[config.mk]
export PLATFORM = sky130hd
export DESIGN_NAME = clk_div_gen_flat
export DESIGN_NICKNAME = d
export VERILOG_FILES = /design/src/rtl/clk_div_gen_if.sv /design/src/rtl/clk_div_gen.sv /design/src/flat_wrapper.sv
export SDC_FILE = /design/constraint.sdc
export NUM_CORES = 1
export LEC_CHECK = 0
export CORE_ASPECT_RATIO = 1.1
export CORE_MARGIN = 2
export CORE_UTILIZATION = 25
export DETAILED_ROUTE_END_ITERATION = 16
export HOLD_SLACK_MARGIN = 0.08
export SLEW_MARGIN = 20
export SYNTH_ARGS = -nofsm -noshare
export SYNTH_HDL_FRONTEND = slang
export SYNTH_SLANG_ARGS = --single-unit
[constraint.sdc]
create_clock -name clk -period 2 [get_ports clk]
set_input_delay 0.4 -clock clk [delete_from_list [all_inputs] [get_ports clk]]
set_output_delay 0.4 -clock clk [all_outputs]
set_load 0.02 [all_outputs]
[src/rtl/clk_div_gen_if.sv]
// Bus bundle for clk_div_gen: enable/launch controls, phase and burst lengths,
// and the generated clock with its edge strobes and status.
interface clk_div_gen_if #(
    parameter int CNT_W   = 8,
    parameter int BURST_W = 8
);
    logic               en;
    logic               mode;
    logic               start;
    logic [CNT_W-1:0]   half_hi;
    logic [CNT_W-1:0]   half_lo;
    logic [BURST_W-1:0] burst_len;
    logic               clk_out;
    logic               rise;
    logic               fall;
    logic               busy;
    logic               done;

    modport master (
        output en, mode, start, half_hi, half_lo, burst_len,
        input  clk_out, rise, fall, busy, done
    );

    modport slave (
        input  en, mode, start, half_hi, half_lo, burst_len,
        output clk_out, rise, fall, busy, done
    );
endinterface

[src/rtl/clk_div_gen.sv]
// Programmable clock divider: free-running or counted-burst output clock with edge strobes.
// Define CLK_DIV_GEN_BURST_EN to build burst mode (start, burst counter, done pulse).
module clk_div_gen #(
    parameter int CNT_W   = 8,
    parameter int BURST_W = 8
) (
    input  logic         clk,
    input  logic         rst,
    clk_div_gen_if.slave bus
);
    typedef enum logic [1:0] {
        IDLE = 2'd0,
        HIGH = 2'd1,
        LOW  = 2'd2
    } state_e;

    state_e           state_q;
    logic [CNT_W-1:0] phaseCnt_q;
    logic             clkOut_q;
    logic             rise_q;
    logic             fall_q;
    logic             busy_q;

    logic [CNT_W-1:0] hiLoad_d;
    logic [CNT_W-1:0] loLoad_d;
    logic             launchRun_d;
    logic             keepRunning_d;

    // The phase counter holds remaining cycles minus one, so a zero length acts as one.
    assign hiLoad_d = (bus.half_hi == '0) ? '0 : bus.half_hi - CNT_W'(1);
    assign loLoad_d = (bus.half_lo == '0) ? '0 : bus.half_lo - CNT_W'(1);

`ifdef CLK_DIV_GEN_BURST_EN
    logic               burstMode_q;
    logic               done_q;
    logic [BURST_W-1:0] burstCnt_q;
    logic               launchBurst_d;
    logic               emptyBurst_d;

    assign launchBurst_d = bus.mode & bus.start & (bus.burst_len != '0);
    assign emptyBurst_d  = bus.mode & bus.start & (bus.burst_len == '0);
    assign launchRun_d   = (~bus.mode & bus.en) | launchBurst_d;
    // A burst ends when the period now finishing was the last one counted.
    assign keepRunning_d = burstMode_q ? (burstCnt_q != BURST_W'(1)) : bus.en;
    assign bus.done      = done_q;
`else
    logic unusedBurstInputs;

    assign unusedBurstInputs = ^{bus.mode, bus.start, bus.burst_len};
    assign launchRun_d       = bus.en;
    assign keepRunning_d     = bus.en;
    assign bus.done          = 1'b0;
`endif

    always_ff @(posedge clk) begin
        if (rst) begin
            state_q     <= IDLE;
            phaseCnt_q  <= '0;
            clkOut_q    <= 1'b0;
            rise_q      <= 1'b0;
            fall_q      <= 1'b0;
            busy_q      <= 1'b0;
`ifdef CLK_DIV_GEN_BURST_EN
            burstMode_q <= 1'b0;
            burstCnt_q  <= '0;
            done_q      <= 1'b0;
`endif
        end else begin
            rise_q <= 1'b0;
            fall_q <= 1'b0;
`ifdef CLK_DIV_GEN_BURST_EN
            done_q <= 1'b0;
`endif
            case (state_q)
                IDLE: begin
                    if (launchRun_d) begin
                        state_q     <= HIGH;
                        phaseCnt_q  <= hiLoad_d;
                        clkOut_q    <= 1'b1;
                        rise_q      <= 1'b1;
                        busy_q      <= 1'b1;
`ifdef CLK_DIV_GEN_BURST_EN
                        burstMode_q <= launchBurst_d;
                        burstCnt_q  <= launchBurst_d ? bus.burst_len : '0;
                    end else if (emptyBurst_d) begin
                        done_q      <= 1'b1;
`endif
                    end
                end
                HIGH: begin
                    if (phaseCnt_q == '0) begin
                        state_q    <= LOW;
                        phaseCnt_q <= loLoad_d;
                        clkOut_q   <= 1'b0;
                        fall_q     <= 1'b1;
                    end else begin
                        phaseCnt_q <= phaseCnt_q - CNT_W'(1);
                    end
                end
                LOW: begin
                    // Decisions are only taken at the end of a full LOW phase, so no runt pulses.
                    if (phaseCnt_q == '0) begin
                        if (keepRunning_d) begin
                            state_q    <= HIGH;
                            phaseCnt_q <= hiLoad_d;
                            clkOut_q   <= 1'b1;
                            rise_q     <= 1'b1;
                        end else begin
                            state_q    <= IDLE;
                            busy_q     <= 1'b0;
`ifdef CLK_DIV_GEN_BURST_EN
                            done_q     <= burstMode_q;
`endif
                        end
`ifdef CLK_DIV_GEN_BURST_EN
                        if (burstMode_q) begin
                            burstCnt_q <= burstCnt_q - BURST_W'(1);
                        end
`endif
                    end else begin
                        phaseCnt_q <= phaseCnt_q - CNT_W'(1);
                    end
                end
                default: begin
                    state_q  <= IDLE;
                    clkOut_q <= 1'b0;
                    busy_q   <= 1'b0;
                end
            endcase
        end
    end

    assign bus.clk_out = clkOut_q;
    assign bus.rise    = rise_q;
    assign bus.fall    = fall_q;
    assign bus.busy    = busy_q;
endmodule

[src/flat_wrapper.sv]
// flat-port wrapper written by rule: the top's interface ports become plain ports
module clk_div_gen_flat 
#(
    parameter int CNT_W   = 8,
    parameter int BURST_W = 8
)
  (clk, rst, bus_en, bus_mode, bus_start, bus_half_hi, bus_half_lo, bus_burst_len, bus_clk_out, bus_rise, bus_fall, bus_busy, bus_done);
  clk_div_gen_if #(.CNT_W(CNT_W), .BURST_W(BURST_W)) bus_i ();
  input  logic clk;
  input  logic rst;
  input wire logic [$bits(bus_i.en)-1:0] bus_en;
  input wire logic [$bits(bus_i.mode)-1:0] bus_mode;
  input wire logic [$bits(bus_i.start)-1:0] bus_start;
  input wire logic [$bits(bus_i.half_hi)-1:0] bus_half_hi;
  input wire logic [$bits(bus_i.half_lo)-1:0] bus_half_lo;
  input wire logic [$bits(bus_i.burst_len)-1:0] bus_burst_len;
  output wire logic [$bits(bus_i.clk_out)-1:0] bus_clk_out;
  output wire logic [$bits(bus_i.rise)-1:0] bus_rise;
  output wire logic [$bits(bus_i.fall)-1:0] bus_fall;
  output wire logic [$bits(bus_i.busy)-1:0] bus_busy;
  output wire logic [$bits(bus_i.done)-1:0] bus_done;
  assign bus_i.en = bus_en;
  assign bus_i.mode = bus_mode;
  assign bus_i.start = bus_start;
  assign bus_i.half_hi = bus_half_hi;
  assign bus_i.half_lo = bus_half_lo;
  assign bus_i.burst_len = bus_burst_len;
  assign bus_clk_out = bus_i.clk_out;
  assign bus_rise = bus_i.rise;
  assign bus_fall = bus_i.fall;
  assign bus_busy = bus_i.busy;
  assign bus_done = bus_i.done;
  clk_div_gen #(.CNT_W(CNT_W), .BURST_W(BURST_W)) u_core (.clk(clk), .rst(rst), .bus(bus_i));
endmodule
==> metrics, run 1 <==
status=finished clean; Synth area leader=dfxtp_1; CTS tree=built; Pre-Repair DR Iteration Count=4; gr ovfl total=0; Final min period=1.98 ns; GR peak layer=met2; num rows=27; cell area after synthesis=between 0.001 and 0.0015 mm²; Netlist cell types=50; CP Cell Sequence=dlygate4sd2_1 > or4_4 > o41ai_4 > or2_4 > o22ai_2 > a221o_1; VDD IR max=0.000471 V; synthesis-to-finish area growth=53.3%; area of the multi-input gates=around 0.0010 mm²; EDFF count, synth=0; yosys warns=0; Top Ports=34; Finished Core Util=about two fifths; CP Class=input port to flip-flop; Clock Tree Root=clkbuf_8; worst slack, placed=-0.376 ns; Worst EP required=roughly 2.1 ns; unrepaired setup endpoints after global routing=true; CTS buffer count=3; GR Util met2=23.2%; cell family with most CP delay=compound AO/OA/AOI/OAI gates; DRC violations left=0; Detail Route Antenna Nets=0; CP arrival=2.11 ns; Mapped Nets=approximately 210; ratio of cells with drive above 1 in the final layout=a little under a third; setup_tns=0 ns; largest net degree at the start of global routing=10; clock skew=between 0.0015 and 0.002 ns; Slew Viols, Final=0; Final Hold Fails=0; Top FF cell, synth=dfxtp_1; I/O Buffers=22; main area contributors after synthesis=dfxtp_1, ha_1, xnor2_1; FF+latch area=approximately 290 µm²; cells after synthesis=approximately 170; leakage=between 0.8 and 0.9 nW; met1 GRT Util=between 10% and 20%; WP buf/inv=1; routed via count=around 1,500; post-synthesis sequential area ratio=between 20% and 30%; Core Box Area=roughly 0.005 mm²; crit share post-route=98.8%; drt total wl=about 3800 µm; CP max FO=4; vias in the first global route=about 1,400; commonest cells after routing, fill and taps aside=buf_4, clkdlybuf4s50_1, inv_1, nor2_1, nand2_1; Yosys top cell area share=between 20% and 30%; Post-layout nets=between 200 and 300; Avg Cell Area, Syn=around 7.8 µm²; Worst Setup End Kind=flip-flop; WL/cell=between 10 and 15 µm; CTS clk-pin slew, worst paths=roughly 0.060 ns; asr flop ratio synth=0%; flops & latches, synth=14; Die Wd=73.8 µm; hpwl dp=3090 µm; setup ws final=around 0.024 ns; final instance area=a little over 0.002 mm²; leading cell type in the layout, fill and taps excluded=buf_4; H-Tree Depth=1; # diodes=0; CTS max path bufs=2; Hold Buf Count CTS=0; routability cong.=0.886; vias per cell=around 4.8; global-route wire length before repair=between 6000 and 7000 µm; DR iter-0 viols=56; M3 GR Usage=approximately 2.7%; PwrDens=around 710 mW/mm²; clk sinks=14; class of the worst hold path=flip-flop to flip-flop; max-capacitance violation count=0; startpoint types=input port; die area=0.00597 mm²; Initial Util=a little over a quarter; Final setup viols=0; gr usage total=a little over an eighth; Crit-path slowest cell=or4_4; Fmax=506 MHz; placed instance area=between 0.0015 and 0.002 mm²; slowest cell delay on critical path=roughly 0.50 ns; initial antenna violation count=0; die height=roughly 81 µm; # fillers=between 500 and 600; Worst-Skew Late Latency=approximately 0.25 ns
==> routing by layer <==
| metal | share of wire, % | routed length, µm |
|---|---|---|
| met2 | 50 | 1910 |
| met4 | 1.5 | 59 |
| met1 | 45 | 1720 |
| met5 | 0 | 0 |
| met3 | 3.2 | 122 |
==> final timing paths <==
check | startpoint | end | slack [ns] | cells past startpoint
setup / recovery | bus_half_lo[2] | u_core.phaseCnt_q[1] | 0.02 | 6
hold / removal | u_core.bus.clk_out | u_core.bus.clk_out | 0.51 | 2
setup reg to reg | u_core.phaseCnt_q[0] | u_core.phaseCnt_q[0] | 0.05 | 7
hold reg to reg | u_core.bus.clk_out | u_core.bus.clk_out | 0.51 | 2
==> worst register-to-register path, delay by kind of cell, from the launching register on <==
family / cells / cell delay, ns
AO/OA/AOI/OAI: 3 / 0.57
adder cells (fa/ha/maj): 1 / 0.19
buffers and inverters: 1 / 0.07
flip-flops: 1 / 0.32
AND/OR/NAND/NOR: 2 / 0.70
==> power breakdown <==
part | switching (mW) | internal, mW | total [mW]
clock network | 0.111 | 0.175 | 0.285
logic | 0.400 | 0.406 | 0.806
registers | 0.0432 | 0.326 | 0.369
total | 0.554 | 0.907 | 1.46
==> cells in the mapped netlist, types with 3 or more instances <==
master     n
clkbuf_1   4
o22ai_1    5
nor2_1    15
ha_1      11
nand2_1   13
xnor2_1    8
a21oi_1    8
dfxtp_1   14
or3_1      3
nor3_1     9
xor2_1     6
nand3_1    6
and3_1     3
inv_1     15
o21ai_0    5
==> sequential cells by signal (all words and copies together) (netlist names) <==
name and flops:
u_core.phaseCnt_q 8, u_core.state_q 2, u_core.bus.busy 1, u_core.bus.clk_out 1, u_core.bus.fall 1, u_core.bus.rise 1
==> area by class of cell <==
type	instances	share of cell area [%]
Multi-Input combinational cell	135	50.3
Clock buffer	4	2.68
Sequential cell	14	14.0
Timing Repair Buffer	64	25.9
Inverter	15	2.74
Tap cell	72	4.38
==> logic make-up after synthesis <==
| group | count (synthesis) | share of synthesized area (%) |
|---|---|---|
| simple gates | 66 | 27.5 |
| compound gates | 42 | 24.5 |
| buf+inv | 22 | 6.62 |
| xor+xnor | 14 | 9.14 |
| flops | 14 | 20.9 |
| fa+ha+maj | 11 | 10.3 |
| other cells | 1 | 0.280 |
| mux | 1 | 0.746 |
==> per-stage QoR <==
stage                     total power, mW  cells  hold slack (ns)
after floorplan                     0.808    171            0.481
after global placement               1.11    300            0.498
after detailed placement             1.12    300            0.499
after CTS                            1.44    304            0.512
after global routing                 1.56    304            0.536
final                                1.46    304            0.509
==> what timing repair did <==
item,4_1_cts,5_1_grt
endpoints found under the hold margin,0,0
endpoints found under the setup margin,7,10
buffers inserted,0,0
pin swaps,6,0
resized for setup,15,10
No activity file was read; power rests on OpenSTA's default activity.
==> run 2: changes to the inputs <==
SETUP_SLACK_MARGIN = 0.15   (was unset)
clock period = 1.8 ns   (was 2 ns; I/O delays follow)
==> run 2 against run 1 <==
The run now ends with setup timing left. Setup slack worse by 0.16 ns. Clock power fell by 2%. Die area stayed put. Core utilization rose by 2.7 points. Register-to-register slack worse by 0.19 ns. First-iteration DRC count grew 18%. Non-clock buffer count increased by 7. Clock-buffer cell count is the same. Global-route usage rose by 1.7 points. Cell count is 2.3% higher.
==> metrics, run 2 (synthesis results as in run 1) <==
FF+latch area=roughly 290 µm²; Die Wd=~74 µm; clk sinks=14; worst flop-to-flop path startpoint=u_core.phaseCnt_q[1]; leakage=roughly 0.91 nW; Hold Buf Count CTS=0; DRC violations left=0; Final setup viols=8; Reg2Reg Setup Slack=-0.14 ns; WL/cell=between 10 and 15 µm; CTS max path bufs=2; largest net degree at the start of global routing=10; hold depth=2; setup ws final=-0.139 ns; initial antenna violation count=0; drt total wl=4170 µm; r2r endpoint=u_core.phaseCnt_q[1]; dpl cells=around 300; CP arrival=2.13 ns; area of the multi-input gates=approximately 0.0011 mm²; ratio of cells with drive above 1 in the final layout=39.3%; Comb power frac=~60%; max-capacitance violation count=0; Top Ports=34; switching part of the total=just under 40%; hpwl dp=3250 µm; global-route wire length before repair=approximately 7000 µm; CTS buffer count=3; failing checks=setup timing; die area=between 0.005 and 0.006 mm²; # fillers=between 500 and 600; Final min period=1.94 ns; vias in the first global route=between 1,500 and 2,000; Hold Path Origin=u_core.bus.busy; power share of the sequential group=roughly 23%; commonest cells after routing, fill and taps aside=buf_4, clkdlybuf4s50_1, nor2_1; Worst EP required=between 1.5 and 2 ns; Pint=1.08 mW; Initial Util=approximately a quarter; status=finished with violations; routed via count=around 1,500; CTS clk-pin slew, worst paths=around 0.060 ns; crit share post-route=108%; Fmax=516 MHz; startpoint types=flip-flop; VDD IR max=0.000340 V; clock share of power=15.9%; CP Class=flip-flop to flip-flop; clock skew=approximately 0.0037 ns; Worst Hold End=u_core.bus.busy; vias per cell=4.83; Overall Power=1.75 mW; Pre-Repair DR Iteration Count=6; # diodes=0; switching power=a little under 0.7 mW; Slew Viols, Final=0; H-Tree Depth=1; Top reg by flops=u_core.phaseCnt_q; die height=approximately 81 µm; max reg flops=8; CP max FO=4; PwrDens=around 800 mW/mm²; Post-Layout Cell Count=slightly above 300; Reg2Reg Depth=7; Detail Route Antenna Nets=0; Worst-Skew Late Latency=around 0.25 ns; Worst Setup End Kind=flip-flop; Core Box Area=0.00510 mm²; leading cell type in the layout, fill and taps excluded=buf_4; unrepaired setup endpoints after global routing=true; gr usage total=around 15%; class of the worst hold path=flip-flop to flip-flop; synthesis-to-finish area growth=63.4%; Post-layout nets=280; Clock Tree Root=clkbuf_8; I/O Buffers=22; num rows=27; CTS tree=built; Top Registers=u_core.phaseCnt_q: 8 flops, u_core.state_q: 2 flops; routability cong.=~0.87; gr ovfl total=0; Final Hold Fails=0; DR iter-0 viols=66
==> run 2: cell types whose count changed in the layout (fill, tap and decap cells not counted), moves of 2 or more <==
cell and delta:
inv_1 -3, ha_1 -5, buf_4 +6, clkdlybuf4s15_1 -2, inv_2 +2, nand2_2 +2
nand2_1 -2, buf_2 +3, ha_4 +4
==> run 2: area by class of cell <==
type                    instances  area share (%)
flip-flops and latches         14            13.1
well taps                      72            4.11
multi-input cells             135            51.8
clock buffers                   4            2.05
repair buffers                 71            26.3
inverters                      15            2.68
==> run 2: power groups by stage <==
stage,combinational (mW),clock (mW),sequential [mW]
4_1_cts,1.02,0.280,0.402
2_1_floorplan,0.522,0,0.435
3_3_place_gp,0.925,0,0.406
5_1_grt,1.17,0.296,0.406
6_report,1.07,0.280,0.403
3_5_place_dp,0.934,0,0.407
==> run 2: how the worst max path moves through the flow <==
stage	start	to	slack (ns)
after floorplan	bus_half_lo[4]	u_core.phaseCnt_q[1]	-0.02
after global placement	bus_half_lo[4]	u_core.phaseCnt_q[1]	-0.49
after detailed placement	bus_half_lo[4]	u_core.phaseCnt_q[5]	-0.55
after CTS	u_core.phaseCnt_q[1]	u_core.phaseCnt_q[1]	-0.1
after global routing	u_core.phaseCnt_q[1]	u_core.phaseCnt_q[1]	-0.23
final	u_core.phaseCnt_q[1]	u_core.phaseCnt_q[1]	-0.14
==> run 2: metrics by stage <==
step,util [%],cell area [µm²],hold WS [ns],worst slack (ns),setup TNS [ns]
2_1_floorplan,-,1410,0.481,-0.0167,-0.0359
3_3_place_gp,39.7,2030,0.496,-0.488,-3.51
3_5_place_dp,39.7,2030,0.516,-0.550,-3.97
4_1_cts,42.2,2150,0.527,-0.0961,-0.478
5_1_grt,43.0,2190,0.554,-0.227,-1.46
6_report,43.0,2190,0.517,-0.139,-0.757
==> run 2: timing repair <==
item	4_1_cts	5_1_grt
pin swaps	13	6
setup endpoints to repair	11	13
gates resized for setup	31	5
hold endpoints to repair	0	0
setup buffers	2	1
==> run 2: worst max-delay path, cell delays in order (launching register included) <==
cell and delay [ns]:
dfxtp_2 0.32, inv_2 0.07, ha_4 0.13, or4b_4 0.50, o31ai_4 0.31, a21o_1 0.22
and2_4 0.18, a221o_1 0.14
==> run 2: routing by layer <==
metal	GRT usage, %	up-vias	wire length (µm)
li1	-	756	-
met1	18.1	703	1780
met2	24.8	32	2090
met3	4.09	12	179
met4	6.36	0	119
met5	0	-	0
==> run 3: changes to the inputs <==
CORE_MARGIN = 5   (was 2)
SKIP_LAST_GASP = 1   (was unset)
==> run 3 against run 2 <==
The flow still finishes with violations (setup timing). Register-to-register slack better by 0.06 ns. Die area up 16%. Core utilization rose by 0.24 points. Maximum frequency increased by 2.2%. Via count increased by 0.86%. Clock skew up 0.0028 ns. Clock power is 12% higher. Critical endpoint unchanged. Largest cell class unchanged. Largest power group unchanged. Highest routed layer unchanged.
==> metrics, run 3 (synthesis results as in run 1) <==
status=finished with violations; failing checks=setup timing; Top reg by flops=u_core.phaseCnt_q; Pre-Repair DR Iteration Count=4; leading cell type in the layout, fill and taps excluded=buf_4; commonest cells after routing, fill and taps aside=buf_4, clkdlybuf4s50_1, nor2_1; Top Ports=34; Worst-Skew Late Latency=between 0.2 and 0.3 ns; class of the worst hold path=flip-flop to flip-flop; Clock Tree Root=clkbuf_8; clock skew=between 0.006 and 0.007 ns; DR iter-0 viols=66; Post-layout nets=approximately 290; met1 WL=approximately 1800 µm; hpwl dp=~3400 µm; Initial Util=between 20% and 30%; initial antenna violation count=0; Core Box Area=0.00529 mm²; Worst EP required=1.94 ns; highest metal used=met4; ratio of cells with drive above 1 in the final layout=41.1%; clk sinks=14; CTS clk-pin slew, worst paths=around 0.06 ns; max reg flops=8; worst slack, placed=-0.530 ns; CP Capture Point=u_core.phaseCnt_q[1]; # diodes=0; Die Wd=79.8 µm; max-capacitance violation count=0; worst flop-to-flop path startpoint=u_core.phaseCnt_q[0]; CTS tree=built; Final min period=roughly 1.9 ns; placed instance area=just over 0.002 mm²; PwrDens=around 800 mW/mm²; CTS max path bufs=2; Fmax=approximately 530 MHz; met3 routed WL=roughly 180 µm; CP max FO=4; CP Class=input port to flip-flop; DRC violations left=0; die area=roughly 0.0069 mm²; VDD IR max=between 0.0003 and 0.0004 V; CP startpoint=bus_half_lo[5]; Top Registers=u_core.phaseCnt_q: 8 flops, u_core.state_q: 2 flops; Overall Power=between 1.5 and 2 mW; CP arrival=roughly 2.0 ns; Detail Route Antenna Nets=0; H-Tree Depth=1; vias in the first global route=about 1,500; synthesis-to-finish area growth=70.4%; r2r endpoint=u_core.phaseCnt_q[1]; Reg2Reg Depth=7; gr usage total=12.8%; setup ws final=-0.0966 ns; Hold Buf Count CTS=0; Worst Setup End Kind=flip-flop; unrepaired setup endpoints after global routing=true; global-route wire length before repair=approximately 7000 µm; Final setup viols=8; num rows=28; routed via count=between 1,500 and 2,000; I/O Buffers=22; final instance area=roughly 0.0023 mm²; gr ovfl total=0; Final Hold Fails=0; met2 WL=about 2200 µm; die height=slightly below 90 µm; leakage=between 0.9 and 1 nW; Slew Viols, Final=0; WL/cell=about 13 µm; crit share post-route=105%; drt total wl=around 4300 µm; vias per cell=about 4.7; routability cong.=0.885; Reg2Reg Setup Slack=-0.08 ns; CTS buffer count=3; largest net degree at the start of global routing=11; startpoint types=input port
## run 3: stage by stage
step                utilization (%)  std cells  hold slack, ns  setup TNS [ns]
floorplan                         -        171           0.481         -0.0359
global placement               39.1        312           0.497           -3.48
detailed placement             39.1        312           0.507           -3.84
CTS                            41.9        319           0.519           -1.11
global route                   43.2        321           0.561           -1.06
finish                         43.2        321           0.522          -0.476
## run 3: worst min path at each step
stage	from	endpoint	slack [ns]	depth (start not counted)
final	u_core.bus.busy	u_core.bus.busy	0.52	2
after global routing	u_core.bus.busy	u_core.bus.busy	0.56	2
after CTS	u_core.bus.clk_out	u_core.bus.clk_out	0.52	2
after detailed placement	u_core.bus.clk_out	u_core.bus.clk_out	0.51	2
after global placement	u_core.bus.clk_out	u_core.bus.clk_out	0.50	2
after floorplan	u_core.phaseCnt_q[1]	u_core.phaseCnt_q[1]	0.48	1
## run 3: repair_timing
item	4_1_cts	5_1_grt
pin swaps	13	7
endpoints found under the setup margin	11	13
setup buffers	3	2
resized for setup	21	13
## run 3: critical path, stage by stage
cell and delay (ns):
dlygate4sd2_1 0.25, or4_4 0.53, o41ai_4 0.34, or2_4 0.20
o22ai_1 0.07, a221o_1 0.29
## run 3: power by group
part	leakage, nW	internal [mW]	switching (mW)	total, mW
clock	0.0288	0.194	0.120	0.314
sequential	0.117	0.364	0.0413	0.405
combinational	0.810	0.577	0.535	1.11
total	0.955	1.14	0.696	1.83
## run 3: final cells by class
class | count | area [µm²]
tap | 75 | 93.8
multi-input combinational | 135 | 1140
sequential | 14 | 288
timing repair buffer | 78 | 648
inverter | 15 | 58.8
clock buffer | 4 | 55.1
fill | 545 | 3000
## run 3: per-layer routing
metal | global-route usage [%] | up-vias
met5 | 0 | -
met2 | 24.1 | 31
met4 | 2.30 | 0
li1 | - | 769
met1 | 14.5 | 712
met3 | 3.12 | 4
